===== src/rtl/hgc_vgaport_pal.sv =====
// ---------------------------------------------------------------------------
// hgc_vgaport_pal
//
// Palette-based VGA colour port for the Hercules/MDA/CGA video paths.
// Each pixel's colour index is looked up in a host-writable palette held in
// flops. The palette has 2**IDX_BITS entries of {r,g,b}. The result is
// driven as registered R/G/B to the resistor DAC, and the syncs are delayed
// by the same two clocks so they stay aligned with the colour.
//
// Optional feature macro: HGC_VGA_SCANLINE_EN
//   When defined, a line-parity flop dims every other line to half
//   intensity (each channel shifted right by one). The latency is the same
//   whether or not the macro is defined.
//
// Ports
//   clk        pixel clock, all logic on posedge
//   reset_n    asynchronous active-low reset
//   pix        colour index for the current pixel
//   de         display enable (0 = blanking, forces colour to 0)
//   hsync_in   horizontal sync in, active high
//   vsync_in   vertical sync in, active high
//   pal_we     palette write strobe (single cycle, back-to-back allowed)
//   pal_addr   palette entry to write
//   pal_wdata  {r,g,b} palette write data
//   red/green/blue  registered DAC drive
//   hsync/vsync     syncs delayed to match the colour pipeline
// ---------------------------------------------------------------------------
module hgc_vgaport_pal #(
  parameter int IDX_BITS = 2,
  parameter int R_BITS   = 6,
  parameter int G_BITS   = 7,
  parameter int B_BITS   = 6
) (
  input  logic                             clk,
  input  logic                             reset_n,
  input  logic [IDX_BITS-1:0]              pix,
  input  logic                             de,
  input  logic                             hsync_in,
  input  logic                             vsync_in,
  input  logic                             pal_we,
  input  logic [IDX_BITS-1:0]              pal_addr,
  input  logic [R_BITS+G_BITS+B_BITS-1:0]  pal_wdata,
  output logic [R_BITS-1:0]                red,
  output logic [G_BITS-1:0]                green,
  output logic [B_BITS-1:0]                blue,
  output logic                             hsync,
  output logic                             vsync
);

  localparam int N  = 1 << IDX_BITS;
  localparam int PW = R_BITS + G_BITS + B_BITS;

  // Grey-ramp reset value of entry k: each channel = floor(k*(2**W-1)/(N-1)).
  function automatic logic [PW-1:0] ramp_entry(input int k);
    int rv;
    int gv;
    int bv;
    rv = (k * ((1 << R_BITS) - 1)) / (N - 1);
    gv = (k * ((1 << G_BITS) - 1)) / (N - 1);
    bv = (k * ((1 << B_BITS) - 1)) / (N - 1);
    return {rv[R_BITS-1:0], gv[G_BITS-1:0], bv[B_BITS-1:0]};
  endfunction

  logic [PW-1:0]       pal_r [N];
  logic [IDX_BITS-1:0] s1_pix_r;
  logic                s1_de_r;
  logic                s1_hs_r;
  logic                s1_vs_r;

  logic [PW-1:0]       entry_s;
  logic [R_BITS-1:0]   r_s;
  logic [G_BITS-1:0]   g_s;
  logic [B_BITS-1:0]   b_s;

  // Palette storage: ramp on reset, single-entry host write per edge.
  // The S2 lookup on the same edge as a write samples the old contents.
  always_ff @(posedge clk or negedge reset_n) begin
    if (!reset_n) begin
      for (int k = 0; k < N; k++) begin
        pal_r[k] <= ramp_entry(k);
      end
    end else if (pal_we) begin
      pal_r[pal_addr] <= pal_wdata;
    end else begin
      pal_r[pal_addr] <= pal_r[pal_addr];
    end
  end

  // Stage 1: capture the pixel index, enable and syncs.
  always_ff @(posedge clk or negedge reset_n) begin
    if (!reset_n) begin
      s1_pix_r <= {IDX_BITS{1'b0}};
      s1_de_r  <= 1'b0;
      s1_hs_r  <= 1'b0;
      s1_vs_r  <= 1'b0;
    end else begin
      s1_pix_r <= pix;
      s1_de_r  <= de;
      s1_hs_r  <= hsync_in;
      s1_vs_r  <= vsync_in;
    end
  end

`ifdef HGC_VGA_SCANLINE_EN
  logic parity_r;
  logic hs_rise_s;
  logic vs_rise_s;

  // Sync edges are detected against the stage-1 copies.
  assign hs_rise_s = hsync_in & ~s1_hs_r;
  assign vs_rise_s = vsync_in & ~s1_vs_r;

  // Line parity: toggles per line, and a frame start clears it (the clear wins).
  always_ff @(posedge clk or negedge reset_n) begin
    if (!reset_n) begin
      parity_r <= 1'b0;
    end else if (vs_rise_s) begin
      parity_r <= 1'b0;
    end else if (hs_rise_s) begin
      parity_r <= ~parity_r;
    end else begin
      parity_r <= parity_r;
    end
  end
`endif

  // Colour lookup for stage 2, with optional dim and blanking.
  always_comb begin
    entry_s = pal_r[s1_pix_r];
    r_s     = entry_s[PW-1 -: R_BITS];
    g_s     = entry_s[G_BITS+B_BITS-1 -: G_BITS];
    b_s     = entry_s[B_BITS-1:0];
`ifdef HGC_VGA_SCANLINE_EN
    if (parity_r) begin
      r_s = r_s >> 1;
      g_s = g_s >> 1;
      b_s = b_s >> 1;
    end else begin
      r_s = r_s;
      g_s = g_s;
      b_s = b_s;
    end
`endif
    if (!s1_de_r) begin
      r_s = {R_BITS{1'b0}};
      g_s = {G_BITS{1'b0}};
      b_s = {B_BITS{1'b0}};
    end else begin
      r_s = r_s;
      g_s = g_s;
      b_s = b_s;
    end
  end

  // Stage 2: registered DAC drive and the delayed syncs.
  always_ff @(posedge clk or negedge reset_n) begin
    if (!reset_n) begin
      red   <= {R_BITS{1'b0}};
      green <= {G_BITS{1'b0}};
      blue  <= {B_BITS{1'b0}};
      hsync <= 1'b0;
      vsync <= 1'b0;
    end else begin
      red   <= r_s;
      green <= g_s;
      blue  <= b_s;
      hsync <= s1_hs_r;
      vsync <= s1_vs_r;
    end
  end

endmodule


===== config.mk =====
export PLATFORM = sky130hd
export DESIGN_NAME = hgc_vgaport_pal
export DESIGN_NICKNAME = d
export VERILOG_FILES = /design/src/rtl/hgc_vgaport_pal.sv
export SDC_FILE = /design/constraint.sdc
export NUM_CORES = 1
export LEC_CHECK = 0
export ABC_AREA = 1
export BUFFER_PORTS_ARGS = -buffer_cell sky130_fd_sc_hd__clkbuf_2
export CORE_MARGIN = 1.5
export CORE_UTILIZATION = 40
export DETAILED_ROUTE_END_ITERATION = 6
export RECOVER_POWER = 50
export SLEW_MARGIN = 15
export SYNTH_ARGS = -nofsm -noshare
export SYNTH_HDL_FRONTEND = slang
export SYNTH_SLANG_ARGS = --single-unit

===== constraint.sdc =====
create_clock -name clk -period 3.35 [get_ports clk]
set_input_delay 0.67 -clock clk [delete_from_list [all_inputs] [get_ports clk]]
set_output_delay 0.67 -clock clk [all_outputs]
set_load 0.02 [all_outputs]

==> metrics.md, run 1 <==
| Metric | Value |
|---|---|
| Outcome | `finished clean` |
| Mapped Cells | `641` |
| Worst skew pair latency | `350 ps` |
| Number of setup buffers added after CTS | `0` |
| Nets | `687` |
| Via density per instance | `5.44` |
| Worst endpoint data arrival time | `2340 ps` |
| Worst-path cell chain | `buf_4 -> clkbuf_2` |
| Setup TNS | `0 ps` |
| Port buffer count | `49` |
| Hold_buf cts | `0` |
| Reg2reg start | `s1_pix_r[0]` |
| Number of global-route vias before repair | `4330` |
| R2R depth | `4` |
| GPL Wtd Cong | `0.756` |
| Max Fanout on Critical Path | `58` |
| Synth Net Count | `670` |
| Remaining DRCs | `0` |
| R2r setup slk | `1490 ps` |
| Final Critical Period | `2140 ps` |
| FFs w/ async S/R, synth | `100%` |
| Initial drt markers | `478` |
| Largest cells by area after synthesis | `dfrtp_1 32%, nand3_1 22%, dfstp_2 19%, nand2_1 8.5%, inv_1 5.5%` |
| Slack of the critical path | `1210 ps` |
| Dpl cells | `819` |
| Gr usage total | `21.7%` |
| Routed WL | `13700 um` |
| H-Tree Level Count | `3` |
| Post-Synth Adder-Cell Area | `0%` |
| Core area | `12600 um^2` |
| Slew @ Worst Pin | `1470 ps` |
| Area growth syn-to-layout | `11.6%` |
| CP Launch Type | `input pin` |
| Max incr delay on CP | `1180 ps` |
| Clk root buf | `clkbuf_16` |
| Leakage power | `2.66 nW` |
| Final setup violation count | `0` |
| Post-Syn Area per Cell | `8.04 um^2` |
| Clock Tree Buf Depth | `2` |
| Non-Filler Instances | `834` |
| Pins Over Slew Limit | `0` |
| Layout Utilization | `45.7%` |
| Worst reg2reg endpoint | `red[4]` |
| # rows | `41` |
| Final instance area | `5750 um^2` |
| Hpwl dp | `7850 um` |
| Remaining Overflow, GRT | `0` |
| Initial antenna violation count | `0` |
| FF+latch count, synth | `102` |
| Kind of critical path | `in2async` |
| Total CTS buffers | `9` |
| Clock Skew | `10.9 ps` |
| Num ports | `50` |
| Worst Setup End Kind | `async pin` |
| Max-Cap Viols | `0` |
| Syn. warnings | `0` |
| Simple-gate portion of the synthesized area | `30.8%` |
| First-pass GRT wire length | `22500 um` |
| Dominant synthesized flop cell | `dfrtp_1` |
| Fin. Hold Viols | `0` |
| TritonRoute pass-1 iters | `5` |
| DP Area | `5440 um^2` |
| Cell with the most instances after synthesis | `nand3_1` |
| CTS tree | `done` |
| Most frequent cells after synthesis | `228 x nand3_1, 116 x nand2_1, 76 x inv_1, 65 x dfrtp_1, 38 x o211ai_1` |
| RSZ-0062 raised after global routing | `false` |
| Hold crit path type | `in2async` |
| Largest family of logic cells by synthesized area | `simple AND/OR/NAND/NOR gates` |
| Via count | `4536` |
| Share of post-route cells with drive strength above 1 | `17.7%` |
| Count of different cell masters after synthesis | `15` |
| Post-Synth XOR/XNOR Area | `0%` |
| Worst rel slew slack | `2.10%` |
| Proportion of synthesized area in mux cells | `0%` |
| Antenna Nets Post-Route | `0` |
| Cell family with most CP delay | `buffers and inverters` |
| Worst path bufs/invs | `2` |
| Power, Total | `3.28 mW` |
| Antenna cells | `0` |
| Area share of the leading cell type in the synthesized netlist | `31.6%` |
| Peak supply drop | `0.299 mV` |
| Die Y | `116 um` |
| Worst-path clk slew | `70 ps` |
| Number of synthesized flops with an enable pin | `0` |
| WL/cell | `16.4 um` |
| Hold_ws | `317 ps` |
| Critical Path Slowest Stage Cell | `clkbuf_2` |
| # resized after CTS | `0` |
| Seq/Total Area, Yosys | `50.4%` |
| Synth Area in Compound Gates | `7.38%` |
| Synth Cell Area | `5150 um^2` |
| Max Freq | `467 MHz` |
| Power Density | `570 nW/um^2` |
| Data required time at the worst endpoint | `3550 ps` |
| Final period util | `63.9%` |
| Die span in x | `116 um` |
| Area leader, netlist | `dfrtp_1` |
| Largest net degree at the start of global routing | `77` |
| CTS sink cnt | `102` |
| Starting density of the core | `41.0%` |
| Placement Setup Slack | `1350 ps` |
| Die area | `13600 um^2` |
logic make-up after synthesis:
| kind of cell | after synthesis |
|---|---|
| DFF | 102 |
| and+or+nand+nor | 346 |
| AOI/OAI and AO/OA | 57 |
| buffers and inverters | 136 |
area by class of cell:
type                       count  area (um^2)
clock buffer                  10          239
tap                          172          215
timing repair buffer          58          325
clock inverter                 5         81.3
fill                        1248         6820
sequential                   102         2600
multi-input combinational    403         1970
inverter                      84          315
state kept, by name, indices dropped and copies added, names as in the netlist:
signal and count:
s1_hs_r 1, pal_r 76, green 7, s1_pix_r 2, s1_vs_r 1, hsync 1
vsync 1, s1_de_r 1, blue 6, red 6
power by group:
| group | switching [mW] | internal, mW |
|---|---|---|
| Combinational | 0.366 | 0.197 |
| Sequential | 0.112 | 1.47 |
| Clock | 0.464 | 0.673 |
| Total | 0.942 | 2.34 |
worst reg2reg max path, cell delays in order (launching register included):
cell and delay, ps:
dfrtp_1 370, inv_1 910, nand2_1 150, nand3_1 150
a21oi_1 120
worst max path at each step:
stage | start | end | cells after the start
floorplan | pal_we | pal_r[68] | 6
global placement | pal_addr[1] | pal_r[21] | 7
detailed placement | pal_addr[1] | pal_r[54] | 7
CTS | pal_addr[0] | pal_r[15] | 5
global route | reset_n | green[3] | 2
finish | reset_n | pal_r[65] | 2
routing by layer:
metal	track usage [%]	share of wire [%]
met2	34.7	47
met3	4.15	5.1
met5	0	0
met4	6.18	1.2
met1	30.3	47
layout by cell type, fill, tap and decap left out, types with 2 or more instances in the layout:
cell       Yosys  layout
nand3_1      228     228
nand2_1      116     116
inv_1         76      77
dfrtp_1       65      65
clkbuf_2       0      49
o211ai_1      38      38
dfstp_2       37      37
a21oi_1       19      19
clkbuf_16      0       9
buf_4         10       8
inv_2          6       5
clkinv_1       2       2
bufinv_16      0       2
Power figures use the tool's default switching activity.
==> run 2, diff against run 1 <==
- clock period: 3.35 -> 2.1 ns (I/O delays scaled with it)
==> run 2 against run 1 <==
- clock power grew 38%
- die area is the same
- global-route usage grew 0.24 points
- via count grew 1.0%
- wire length grew 1.8%
- sequential share of layout area shrank 0.31 points
- first-iteration DRC count shrank 7.3%
- combinational power grew 63%
- register-to-register slack lost 890 ps
- critical path type is now reg2reg
- largest cell class unchanged
- largest power group unchanged
==> metrics.md, run 2 (synthesized netlist as in run 1, its figures left out) <==
| Metric | Value |
|---|---|
| Initial drt markers | `443` |
| Port buffer count | `49` |
| Die area | `13600 um^2` |
| CP Launch Type | `flop` |
| Regs by FF count | `pal_r: 76 flops, green: 7 flops` |
| Max Freq | `666 MHz` |
| Fin. Hold Viols | `0` |
| R2R depth | `3` |
| Via count | `4582` |
| Kind of critical path | `reg2reg` |
| Reg with most FFs | `pal_r` |
| Hold Crit Start | `pix[0]` |
| Hpwl dp | `8180 um` |
| Number of global-route vias before repair | `4236` |
| Worst-path cell chain | `clkinv_1 -> nand3_1 -> a21oi_1` |
| Final setup violation count | `0` |
| Clock Skew | `6.95 ps` |
| Reg2reg start | `s1_pix_r[1]` |
| Initial antenna violation count | `0` |
| Data required time at the worst endpoint | `2320 ps` |
| WL/cell | `16.5 um` |
| Leakage power | `2.68 nW` |
| Hold crit path type | `in2reg` |
| Starting density of the core | `41.0%` |
| Remaining DRCs | `0` |
| Most frequent cells in the layout | `228 x nand3_1, 116 x nand2_1, 78 x inv_1, 65 x dfrtp_1, 49 x clkbuf_2` |
| Worst endpoint data arrival time | `1730 ps` |
| Number of setup buffers added after CTS | `0` |
| Die Y | `116 um` |
| Core area | `12600 um^2` |
| Clock Tree Buf Depth | `2` |
| Routed WL | `13900 um` |
| Total CTS buffers | `9` |
| Worst Setup End Kind | `flop` |
| Final Critical Period | `1500 ps` |
| RSZ-0062 raised after global routing | `false` |
| Antenna Nets Post-Route | `0` |
| Critical Path Slowest Stage Cell | `clkinv_1` |
| Antenna cells | `0` |
| H-Tree Level Count | `3` |
| Remaining Overflow, GRT | `0` |
| Hold path cells | `1` |
| Worst-path clk slew | `70 ps` |
| Max incr delay on CP | `580 ps` |
| Slew @ Worst Pin | `1180 ps` |
| Final period util | `71.5%` |
| R2r setup slk | `600 ps` |
| Power Density | `866 nW/um^2` |
| Worst skew pair latency | `340 ps` |
| Power, Total | `5.01 mW` |
| Share of post-route cells with drive strength above 1 | `17.8%` |
| # resized after CTS | `0` |
| Die span in x | `116 um` |
| # rows | `41` |
| Worst reg2reg endpoint | `blue[0]` |
| Pins Over Slew Limit | `0` |
| Commonest non-fill, non-tap cell in the layout | `nand3_1` |
| Max-Cap Viols | `0` |
| Max reg flops | `76` |
| Hold_buf cts | `0` |
| First-pass GRT wire length | `22600 um` |
| Peak supply drop | `0.518 mV` |
| Worst rel slew slack | `21.5%` |
| CTS sink cnt | `102` |
| TritonRoute pass-1 iters | `4` |
| Setup TNS | `0 ps` |
| Area growth syn-to-layout | `12.4%` |
| Num ports | `50` |
| Largest net degree at the start of global routing | `77` |
| GPL Wtd Cong | `0.803` |
| Hold endpoint | `s1_pix_r[0]` |
| CTS tree | `done` |
| Nets | `694` |
| Clk root buf | `clkbuf_16` |
| Max Fanout on Critical Path | `19` |
| Via density per instance | `5.44` |
| Outcome | `finished clean` |
| Gr usage total | `22.0%` |
## run 2: metrics by stage
stage               util (%)  cell area [um^2]  setup WS (ps)  instances  hold WS [ps]
finish                  46.1              5790            598        842           176
floorplan                  -              5150            920        641           124
global placement        43.9              5520            599        826           335
detailed placement      43.9              5520            572        826           336
global route            46.1              5790            473        842           163
CTS                     46.1              5790            612        842           101
## run 2: worst max-delay path by stage
stage | from | to | slack [ps] | cells past startpoint
after detailed placement | pal_addr[0] | pal_r[5] | 570 | 6
after CTS | s1_pix_r[1] | blue[0] | 610 | 3
after global routing | s1_pix_r[1] | blue[0] | 470 | 3
final | s1_pix_r[1] | blue[0] | 600 | 3
after floorplan | pal_we | pal_r[68] | 920 | 6
after global placement | s1_pix_r[1] | blue[0] | 600 | 3
## run 2: metal layers
metal / vias up / share of wire [%] / GRT usage, %
met1: 2218 / 45 / 31.5
met2: 182 / 46 / 33.7
met5: - / 0 / 0
met4: 0 / 1.4 / 6.59
li1: 2170 / - / -
met3: 12 / 7.3 / 4.36
## run 2: where the power goes
group	internal (mW)	switching (mW)	total, mW
registers	2.34	0.180	2.52
logic	0.328	0.591	0.919
clock network	0.870	0.700	1.57
total	3.54	1.47	5.01
## run 2: layout make-up
cell class                      instances  area (um^2)
Fill cell                            1245         6780
Tap cell                              172          215
Clock buffer                           15          268
Clock inverter                          1         5.00
Sequential cell                       102         2600
Multi-Input combinational cell        403         1970
Timing Repair Buffer                   65          415
Inverter                               84          315
## run 2: critical path, delay by kind of cell, from the launching register on
kind                   cells  cell delay [ps]
AOI/OAI and AO/OA          1              100
buffers and inverters      1              580
DFF                        1              350
and+or+nand+nor            1              350
==> run 3, diff against run 2 <==
- clock period: 2.1 -> 1.54 ns (I/O delays scaled with it)
==> run 3 against run 2 <==
- first-iteration DRC count fell by 9.3%
- global-route usage barely moved
- clock skew fell by 1.1 ps
- wire length rose by 0.29%
- worst setup slack got worse by 390 ps
- cell count rose by 0.71%
- critical path depth rose by 3
- via count fell by 0.39%
- flip-flop and latch count did not move
- largest cell class unchanged
==> metrics.md, run 3 (synthesized netlist as in run 1, its figures left out) <==
| Metric | Value |
|---|---|
| Gr usage total | `22.0%` |
| First-pass GRT wire length | `22400 um` |
| Setup TNS | `0 ps` |
| Core area | `12600 um^2` |
| CTS tree | `done` |
| Nets | `700` |
| Clk root buf | `clkbuf_16` |
| Final period util | `86.3%` |
| Final setup violation count | `0` |
| WL/cell | `16.4 um` |
| Worst rel slew slack | `54.7%` |
| Starting density of the core | `41.0%` |
| Pins Over Slew Limit | `0` |
| GPL Wtd Cong | `0.799` |
| Outcome | `finished clean` |
| Via density per instance | `5.38` |
| Clock Skew | `5.84 ps` |
| R2R depth | `5` |
| Slack of the critical path | `212 ps` |
| Leakage power | `2.72 nW` |
| Max incr delay on CP | `570 ps` |
| Met3 Use GR | `5.09%` |
| Initial antenna violation count | `0` |
| Clock Tree Buf Depth | `2` |
| Remaining DRCs | `0` |
| Port buffer count | `49` |
| Critical Path Slowest Stage Cell | `clkbuf_2` |
| Max Freq | `753 MHz` |
| Number of global-route vias before repair | `4281` |
| Largest net degree at the start of global routing | `77` |
| Kind of critical path | `in2reg` |
| Share of post-route cells with drive strength above 1 | `18.5%` |
| Critical path depth | `6` |
| Reg with most FFs | `pal_r` |
| Die Y | `116 um` |
| Peak supply drop | `0.866 mV` |
| Routing usage on met1 | `30.7%` |
| Max reg flops | `76` |
| H-Tree Level Count | `3` |
| Die span in x | `116 um` |
| CTS sink cnt | `102` |
| Data required time at the worst endpoint | `1800 ps` |
| Die area | `13600 um^2` |
| TritonRoute pass-1 iters | `4` |
| Final Critical Period | `1330 ps` |
| Hold path cells | `1` |
| Hpwl dp | `8570 um` |
| Worst skew pair latency | `350 ps` |
| Slew @ Worst Pin | `679 ps` |
| Total CTS buffers | `9` |
| Worst path bufs/invs | `3` |
| Worst Setup End Kind | `flop` |
| Via count | `4564` |
| Remaining Overflow, GRT | `0` |
| # rows | `41` |
| Most frequent cells in the layout | `228 x nand3_1, 116 x nand2_1, 77 x inv_1, 65 x dfrtp_1, 49 x clkbuf_2` |
| Antenna Nets Post-Route | `0` |
| Commonest non-fill, non-tap cell in the layout | `nand3_1` |
| Met2 Track Usage GR | `35.3%` |
| Initial drt markers | `402` |
| Regs by FF count | `pal_r: 76 flops, green: 7 flops` |
| Placement Setup Slack | `85.1 ps` |
| Power Density | `1190 nW/um^2` |
| Fin. Hold Viols | `0` |
| CP Launch Type | `input pin` |
| Routed WL | `13900 um` |
| Cell family with most CP delay | `buffers and inverters` |
| Fill cells | `1218` |
| GRT busiest layer | `met2` |
| RSZ-0062 raised after global routing | `false` |
| Worst-path clk slew | `70 ps` |
| Num ports | `50` |
| Worst endpoint data arrival time | `1590 ps` |
| Antenna cells | `0` |
| Max Fanout on Critical Path | `33` |
| Area growth syn-to-layout | `14.3%` |
| Max-Cap Viols | `0` |
| Hold crit path type | `in2reg` |
| Worst-path cell chain | `clkbuf_1 -> nand2_1 -> inv_1 -> clkbuf_2 -> nand3_1 -> o211ai_1` |
## run 3: changes by cell type in the layout (fill, tap and decap cells not counted), moves of 2 or more
cell / previous run / this run
buf_12: 4 / 6
clkinvlp_4: 0 / 2
dfstp_1: 0 / 2
clkbuf_4: 0 / 2
dfstp_2: 37 / 35
## run 3: worst reg2reg max path: cells and delay by family, from the launching register on
| family | cells | cell delay, ps |
|---|---|---|
| AOI/OAI and AO/OA | 1 | 80 |
| buffers and inverters | 2 | 510 |
| DFF | 1 | 420 |
| and+or+nand+nor | 2 | 170 |
## run 3: stage by stage
| stage | cell area, um^2 | hold WS (ps) | util [%] | cells | power, mW |
|---|---|---|---|---|---|
| detailed placement | 5620 | 159 | 44.7 | 831 | 4.77 |
| finish | 5890 | 51.6 | 46.8 | 848 | 7.01 |
| global route | 5890 | 38.3 | 46.8 | 848 | 7.39 |
| floorplan | 5150 | 12.4 | - | 641 | 4.30 |
| CTS | 5930 | 41.5 | 47.1 | 848 | 7.10 |
| global placement | 5620 | 163 | 44.7 | 831 | 4.72 |
## run 3: path summary, 6_finish.rpt
| kind | start | endpoint | slack [ps] |
|---|---|---|---|
| max | pal_addr[1] | pal_r[15] | 210 |
| min | vsync_in | s1_vs_r | 50 |
| max in group asynchronous | reset_n | red[5] | 390 |
| max reg2reg | s1_pix_r[0] | green[4] | 240 |
| min reg2reg | s1_vs_r | vsync | 350 |
| min in group asynchronous | reset_n | red[4] | 320 |
## run 3: area by class of cell
cell class                 instances  area (um^2)  share of cell area [%]
multi-input combinational        403         1970                    33.5
timing repair buffer              71          484                    8.23
tap                              172          215                    3.66
clock buffer                      12          246                    4.19
clock inverter                     4         47.5                   0.808
sequential                       102         2600                    44.2
inverter                          84          319                    5.42
## run 3: repair_timing
item	4_1_cts	5_1_grt
hold buffers	1	0
endpoints found under the hold margin	8	0
setup endpoints to repair	0	4
resized for setup	0	1
buffers inserted	0	0
## run 3: report_power, final
| group | internal, mW | switching, mW | leakage (nW) |
|---|---|---|---|
| clock network | 1.30 | 0.992 | 0.143 |
| logic | 0.464 | 0.807 | 1.37 |
| registers | 3.19 | 0.255 | 1.20 |
## run 3: per-layer routing
layer	vias to the layer above	part of all wire, %
li1	2188	-
met1	2219	46
met5	-	0
met3	9	5.8
met4	0	0.75
met2	148	47
